==> src/rtl/channel_accumulator_if.sv <==
// ----------------------------------------------------------------------------
// channel_accumulator_if
// Bundles the selector-facing and result-facing signals of the channel
// accumulator.
//   i_start    : one-cycle request, upstream per-channel data valid and stable
//   o_ch_sel   : channel index driven to the selector
//   i_sel_data : selector output, lane p at [p*WIDTH +: WIDTH]
//   o_busy     : high while channels are being accumulated
//   o_valid    : o_data holds a completed sum
//   i_ready    : downstream accepts o_data
//   o_data     : summed lanes, lane p at [p*ACC_WIDTH +: ACC_WIDTH]
// master = upstream/downstream environment, slave = the accumulator.
// ----------------------------------------------------------------------------
interface channel_accumulator_if #(
   parameter int WIDTH     = 30,
   parameter int IN_CH     = 3,
   parameter int PE_NUM    = 2,
   parameter int ACC_WIDTH = 32
);
   localparam int SEL_W = $clog2(IN_CH) + 1;

   logic                        i_start;
   logic [SEL_W-1:0]            o_ch_sel;
   logic [WIDTH*PE_NUM-1:0]     i_sel_data;
   logic                        o_busy;
   logic                        o_valid;
   logic                        i_ready;
   logic [ACC_WIDTH*PE_NUM-1:0] o_data;

   modport master (
      output i_start, i_sel_data, i_ready,
      input  o_ch_sel, o_busy, o_valid, o_data
   );

   modport slave (
      input  i_start, i_sel_data, i_ready,
      output o_ch_sel, o_busy, o_valid, o_data
   );
endinterface

==> src/rtl/channel_accumulator.sv <==
// ----------------------------------------------------------------------------
// channel_accumulator
// Walks the channel selector through all IN_CH input channels, summing the
// selected per-PE partial results into one signed accumulator per PE, then
// presents the PE_NUM sums with a valid/ready handshake.
// Ports:
//   i_clk   : system clock, rising edge
//   i_rst_n : asynchronous active-low reset
//   bus     : channel_accumulator_if.slave (start, selector index/data,
//             busy, valid/ready result)
// ----------------------------------------------------------------------------
module channel_accumulator #(
   parameter int WIDTH     = 30,
   parameter int IN_CH     = 3,
   parameter int PE_NUM    = 2,
   parameter int ACC_WIDTH = 32
) (
   input  logic                  i_clk,
   input  logic                  i_rst_n,
   channel_accumulator_if.slave  bus
);
   localparam int               SEL_W   = $clog2(IN_CH) + 1;
   localparam logic [SEL_W-1:0] LAST_CH = SEL_W'(IN_CH - 1);

   typedef enum logic [1:0] {
      ST_IDLE  = 2'd0,
      ST_ACCUM = 2'd1,
      ST_DONE  = 2'd2
   } state_t;

   state_t                             state_r;
   state_t                             next_state_s;
   logic [SEL_W-1:0]                   ch_cnt_r;
   logic [PE_NUM-1:0][ACC_WIDTH-1:0]   acc_r;
   logic [PE_NUM-1:0][ACC_WIDTH-1:0]   acc_next_s;
   logic                               busy_s;
   logic                               valid_s;

   // Signed widening of one PE lane to accumulator width (truncates if narrower)
   function automatic logic [ACC_WIDTH-1:0] sign_extend(input logic [WIDTH-1:0] v);
      return ACC_WIDTH'($signed(v));
   endfunction

   // State register
   always_ff @(posedge i_clk or negedge i_rst_n) begin
      if (!i_rst_n) begin
         state_r <= ST_IDLE;
      end else begin
         state_r <= next_state_s;
      end
   end

   // Next-state logic
   always_comb begin
      next_state_s = state_r;
      case (state_r)
         ST_IDLE: begin
            if (bus.i_start) begin
               next_state_s = ST_ACCUM;
            end else begin
               next_state_s = ST_IDLE;
            end
         end
         ST_ACCUM: begin
            // i_start is deliberately ignored while accumulating
            if (ch_cnt_r == LAST_CH) begin
               next_state_s = ST_DONE;
            end else begin
               next_state_s = ST_ACCUM;
            end
         end
         ST_DONE: begin
            if (bus.i_ready) begin
               // a start in the accepting cycle chains the next sum directly
               if (bus.i_start) begin
                  next_state_s = ST_ACCUM;
               end else begin
                  next_state_s = ST_IDLE;
               end
            end else begin
               next_state_s = ST_DONE;
            end
         end
         default: begin
            next_state_s = ST_IDLE;
         end
      endcase
   end

   // Output decode, taken straight from the state register
   always_comb begin
      busy_s  = 1'b0;
      valid_s = 1'b0;
      case (state_r)
         ST_IDLE: begin
            busy_s  = 1'b0;
            valid_s = 1'b0;
         end
         ST_ACCUM: begin
            busy_s  = 1'b1;
            valid_s = 1'b0;
         end
         ST_DONE: begin
            busy_s  = 1'b0;
            valid_s = 1'b1;
         end
         default: begin
            busy_s  = 1'b0;
            valid_s = 1'b0;
         end
      endcase
   end

   // Per-lane adder; channel 0 restarts the sum so no earlier result leaks in
   always_comb begin
      acc_next_s = '0;
      for (int p = 0; p < PE_NUM; p++) begin
         if (ch_cnt_r == '0) begin
            acc_next_s[p] = sign_extend(bus.i_sel_data[p*WIDTH +: WIDTH]);
         end else begin
            acc_next_s[p] = acc_r[p] + sign_extend(bus.i_sel_data[p*WIDTH +: WIDTH]);
         end
      end
   end

   // Accumulators and channel counter; both only move during ACCUM
   always_ff @(posedge i_clk or negedge i_rst_n) begin
      if (!i_rst_n) begin
         acc_r    <= '0;
         ch_cnt_r <= '0;
      end else if (state_r == ST_ACCUM) begin
         acc_r <= acc_next_s;
         if (ch_cnt_r == LAST_CH) begin
            ch_cnt_r <= '0;
         end else begin
            ch_cnt_r <= ch_cnt_r + SEL_W'(1);
         end
      end
   end

   assign bus.o_ch_sel = ch_cnt_r;
   assign bus.o_data   = acc_r;
   assign bus.o_busy   = busy_s;
   assign bus.o_valid  = valid_s;

endmodule

==> src/flat_wrapper.sv <==
// flat-port wrapper written by rule: the top's interface ports become plain ports
module channel_accumulator_flat 
#(
   parameter int WIDTH     = 30,
   parameter int IN_CH     = 3,
   parameter int PE_NUM    = 2,
   parameter int ACC_WIDTH = 32
)
  (i_clk, i_rst_n, bus_i_start, bus_i_sel_data, bus_i_ready, bus_o_ch_sel, bus_o_busy, bus_o_valid, bus_o_data);
  channel_accumulator_if #(.WIDTH(WIDTH), .IN_CH(IN_CH), .PE_NUM(PE_NUM), .ACC_WIDTH(ACC_WIDTH)) bus_i ();
  input  logic i_clk;
  input  logic i_rst_n;
  input wire logic [$bits(bus_i.i_start)-1:0] bus_i_start;
  input wire logic [$bits(bus_i.i_sel_data)-1:0] bus_i_sel_data;
  input wire logic [$bits(bus_i.i_ready)-1:0] bus_i_ready;
  output wire logic [$bits(bus_i.o_ch_sel)-1:0] bus_o_ch_sel;
  output wire logic [$bits(bus_i.o_busy)-1:0] bus_o_busy;
  output wire logic [$bits(bus_i.o_valid)-1:0] bus_o_valid;
  output wire logic [$bits(bus_i.o_data)-1:0] bus_o_data;
  assign bus_i.i_start = bus_i_start;
  assign bus_i.i_sel_data = bus_i_sel_data;
  assign bus_i.i_ready = bus_i_ready;
  assign bus_o_ch_sel = bus_i.o_ch_sel;
  assign bus_o_busy = bus_i.o_busy;
  assign bus_o_valid = bus_i.o_valid;
  assign bus_o_data = bus_i.o_data;
  channel_accumulator #(.WIDTH(WIDTH), .IN_CH(IN_CH), .PE_NUM(PE_NUM), .ACC_WIDTH(ACC_WIDTH)) u_core (.i_clk(i_clk), .i_rst_n(i_rst_n), .bus(bus_i));
endmodule
==> config.mk <==
export PLATFORM = sky130hd
export DESIGN_NAME = channel_accumulator_flat
export DESIGN_NICKNAME = d
export VERILOG_FILES = /design/src/rtl/channel_accumulator_if.sv /design/src/rtl/channel_accumulator.sv /design/src/flat_wrapper.sv
export SDC_FILE = /design/constraint.sdc
export NUM_CORES = 1
export LEC_CHECK = 0
export ABC_AREA = 1
export CAP_MARGIN = 15
export CORE_MARGIN = 2
export CORE_UTILIZATION = 59
export DETAILED_ROUTE_END_ITERATION = 6
export GPL_TIMING_DRIVEN = 1
export PLACE_DENSITY = 0.88
export SLEW_MARGIN = 20
export SYNTH_ARGS = -nofsm -noshare
export SYNTH_HDL_FRONTEND = slang
export SYNTH_SLANG_ARGS = --single-unit
==> constraint.sdc <==
create_clock -name i_clk -period 4.8 [get_ports i_clk]
set_clock_uncertainty 0.05 [all_clocks]
set_input_delay 0.72 -clock i_clk [delete_from_list [all_inputs] [get_ports i_clk]]
set_output_delay 0.72 -clock i_clk [all_outputs]
set_load 0.01 [all_outputs]
; After elaboration in Yosys (flattened, before gate mapping)
; Index checks and enable logic that the tools add are counted.
[word_totals]
output_inout_bits = 69
rom_bits = 0
word_cells = 21
memories = 0
inputBits = 64
latch_bits = 0
ff_bits = 69
ram_bits = 0
[classes]
muxes = 9
n_reduce_logical = 2
multipliers = 0
div = 0
shift = 0
n_eq_ne = 3
bitwise_logic = 0
add_sub_neg = 3
order_cmp = 0
[ops]
columns = operator, count
row1 = 32-bit adder, 2
row2 = 32-bit 2-to-1 mux, 2
row3 = 2-bit case mux with 3 select lines, 1
row4 = 2-bit 2-to-1 mux, 2
row5 = "3-bit by 1-bit adder with 3-bit output, second input constant", 1
row6 = "3-bit by 2-bit equality test with 1-bit output, second input constant", 1
row7 = 3-bit zero test, 1
row8 = 1-bit 2-to-1 mux, 3
row9 = 3-bit 2-to-1 mux, 1
row10 = "2-bit by 1-bit equality test with 1-bit output, second input constant", 1
row11 = "2-bit equality test, second input constant", 1
row12 = 2-bit zero test, 1

; Logic depth before layout (Yosys ltp)
[depth]
depth_word = 3
depth_mapped = 14
depth_no_buf = 14

; Least setup slack after synthesis
; Ideal clock, no wire load.
[synth_path]
kind = input port to flip-flop
startpoint = in bus_i_sel_data[30]
endpoint = reg u_core.acc_r, in the netlist u_core.bus.o_data[60]
setup_time_ns = 0.116
arrival_ns = 2.105
path_stages = 13
slack_ns = 2.529
cell_sequence = ha_1 -> fa_1 -> nand2_1 -> nand2_1 -> and2_1 -> nand3_1 -> nand3b_1 -> nand2_1 -> nand2_1 -> nand2_1 -> nand3_1 -> nand2_1 -> nand2_1
[synth_via]
elab_chain_len = 2
[synth_rtl]
columns = element, line_no
row1 = start: declaration, flat_wrapper.sv:14  ; input wire logic [$bits(bus_i.i_sel_data)-1:0] bus_i_sel_data;
row2 = 32-bit adder, channel_accumulator.sv:121  ; acc_next_s[p] = acc_r[p] + sign_extend(bus.i_sel_data[p*WIDTH +: WIDTH]);
row3 = 32-bit 2-to-1 mux, channel_accumulator.sv:118  ; if (ch_cnt_r == '0) begin
row4 = end signal: assignment, channel_accumulator.sv:132  ; acc_r <= acc_next_s;
row5 = end: declaration, channel_accumulator.sv:34  ; logic [PE_NUM-1:0][ACC_WIDTH-1:0] acc_r;
; No other way between the ends.
; A chain may end at the register's enable or synchronous reset.

; Worst setup path in the final report
[layout_path]
startpoint = in bus_i_sel_data[0]
endpoint = reg u_core.acc_r, in the netlist u_core.bus.o_data[20]
; Same word-level chain as after synthesis.

==> results.toml <==
[sta]
drv_slew = 0
max_freq_mhz = 379
rsz0062_at_grt = "no"
hold_viol = 0
worstMarginPinSlew_ns = 1.13
setup_tns_ns = 0
setup_viol = 0
period_share_pct = 55.0
setup_ws_ns = 2.16
slew_headroom_pct = 24.6
finalCriticalPeriod_ns = 2.64

[routing]
wl_per_cell_um = 13.6
drc = 0
first_pass_iters = 5
ant_nets = 0
vias = 8504
viasPerCell = 5.16
drt_iter0_drc = 484
finalWirelength_um = 22400

[job]
maxCapViolCount = 0

[die]
dieArea_um2 = 14000
pin_count = 133
coreArea_um2 = 12700
die_w_um = 118
fp.dieH_um = 118
floorplan.initialDensity_pct = 60.8
rows = 41

[cells_and_area]
layout_common_cells = "543 x nand2_1, 234 x inv_1, 131 x clkdlybuf4s50_1"
regArea_um2 = 1730
fillers = 1130
nets = 1599
num_antenna_cells = 0
drive_gt1_share_pct = 2.17
final_area_um2 = 9430
syn_to_final_growth_pct = 22.4
multi_input_area_um2 = 4970
final_common_cell = "nand2_1"
post-route-util_pct = 74.4

[critical_path]
crit_fanout = 3
r2r_start = "u_core.bus.o_ch_sel[1]"
critPathMaxStageDelay_ns = 0.43
cp_slowest_cell = "clkdlybuf4s50_1"
critPathCaptureType = "register"
required_ns = 5.00
arrival_ns = 2.84
path_cells = "clkdlybuf4s50_1, ha_1, fa_1, nand2_1, nand2_1, and2_1, nand3_1, nand3b_1, nand2_1, nand2_1, nand2_1, nand3_1, nand2_1, nand2_1"
cp-start-kind = "input pin"
worst-setup-path-type = "input pin to register"
crit_top_cell = "nand2_1"
cp-startpoint = "bus_i_sel_data[0]"

[clocking]
cts-buffers-inserted = 9
path_clk_slew_ns = 0.06
cts_root_buf = "clkbuf_16"
cts_max_path_buffers = 2
cts_tree = "yes"
holdBufCountCts = 0
cts_resized = 0
htree_levels = 3
clk_latency_ns = 0.36
postCtsSetupBuffers = 0
cts.sinks = 69

[power]
ir_drop_uv = 403
p_leak_nw = 5.45
power.density_nw_per_um2 = 724
total_power_mw = 6.82

[status]
status = "complete, no violations"

[yosys]
synth-seq-area-share_pct = 22.4
synth-seq-cells = 69
synth.distinct_cells = 30
syn_inst = 1348
synth.net_count = 1476
ys_warn_count = 0
synth_area_um2 = 7700
syn_avg_cell_area_um2 = 5.71

[placed_design]
post-dp-hpwl_um = 17000
pre_cts_ws_ns = 1.83
finalWeightedCongestion = 0.976
port_buffers = 132
post_dp_cell_area_um2 = 9150

[hold_path]
worst_hold_path_type = "input pin to asynchronous set/reset pin"

[global_routing]
grt_pass1_vias = 8289
grt_usage_pct = 32.7
grt_max_degree = 70
grt_pass1_wl_um = 37600
antenna_found_initial = 0
grt-ovfl-total = 0
## cell families (layout without fill, tap and decap cells)
family	count (synthesis)	count (layout)	synth area share, %
DFF	69	69	22.4
adders and majority gates	64	64	10.6
and+or+nand+nor	785	785	40.7
buffers and inverters	261	389	13.1
AOI/OAI and AO/OA	141	141	9.96
xor gates and xnor gates	28	28	3.19
## cells in the mapped netlist
| library cell | instances | area share [%] |
|---|---|---|
| a21o_1 | 2 | 0.19 |
| a21oi_1 | 50 | 3.3 |
| and2_1 | 2 | 0.16 |
| buf_1 | 1 | 0.049 |
| buf_2 | 4 | 0.26 |
| buf_6 | 3 | 0.44 |
| clkbuf_1 | 16 | 0.78 |
| clkbuf_2 | 1 | 0.065 |
| dfrtp_1 | 69 | 22 |
| fa_1 | 2 | 0.52 |
| ha_1 | 62 | 10 |
| inv_1 | 235 | 11 |
| inv_2 | 1 | 0.049 |
| nand2_1 | 544 | 27 |
| nand3_1 | 91 | 5.9 |
| nand3b_1 | 2 | 0.19 |
| nand4_1 | 5 | 0.41 |
| nor2_1 | 122 | 5.9 |
| nor3_1 | 6 | 0.39 |
| nor3_4 | 1 | 0.21 |
| o211ai_2 | 4 | 0.65 |
| o21a_1 | 1 | 0.098 |
| o21ai_0 | 62 | 4.0 |
| o21ai_1 | 12 | 0.78 |
| o21bai_1 | 9 | 0.88 |
| o22ai_1 | 1 | 0.081 |
| or2_0 | 10 | 0.81 |
| or2_2 | 2 | 0.16 |
| xnor2_1 | 10 | 1.1 |
| xor2_1 | 18 | 2.0 |
## routing by layer
metal,vias to the layer above,track usage (%),wire length [um]
met1,3808,38.7,9500
met5,-,0,0
met3,57,3.52,1050
met2,248,58.3,11000
li1,4391,-,-
met4,0,16.9,867
## metrics by stage
step	hold slack, ns	cells
5_1_grt	0.296	1648
3_5_place_dp	0.454	1632
2_1_floorplan	0.374	1348
6_report	0.257	1648
3_3_place_gp	0.446	1632
4_1_cts	0.268	1648
## worst paths after layout
path | end | slack, ns | depth (start not counted)
worst min-delay path | u_core.bus.o_data[4] | 0.26 | 1
max in group asynchronous | u_core.bus.o_data[27] | 3.36 | 2
min in group i_clk | u_core.bus.o_data[38] | 0.47 | 2
worst max register to register | u_core.bus.o_data[42] | 2.31 | 5
worst min register to register | u_core.bus.o_data[38] | 0.47 | 2
worst max-delay path | u_core.bus.o_data[20] | 2.16 | 14
## power by group
part / switching [mW] / internal [mW] / leakage, nW
logic: 3.00 / 1.97 / 4.48
registers: 0.290 / 0.910 / 0.828
clock network: 0.299 / 0.357 / 0.141
## final cells by class
type / count / area share, %
Sequential cell: 69 / 18.3
Tap cell: 172 / 2.28
Multi-Input combinational cell: 1018 / 52.7
Clock inverter: 7 / 0.571
Clock buffer: 9 / 2.39
Inverter: 236 / 9.40
Timing Repair Buffer: 137 / 14.4
## flip-flops by register name (all words and copies together), names as in the netlist
| register | cells |
|---|---|
| u_core.state_r | 2 |
| u_core.bus.o_ch_sel | 3 |
| u_core.bus.o_data | 64 |
## critical path, delay by kind of cell
| family | cells | cell delay [ns] |
|---|---|---|
| and+or+nand+nor | 11 | 1.05 |
| adders and majority gates | 2 | 0.64 |
| buffers and inverters | 1 | 0.43 |
(Power assumes the default switching activity.)
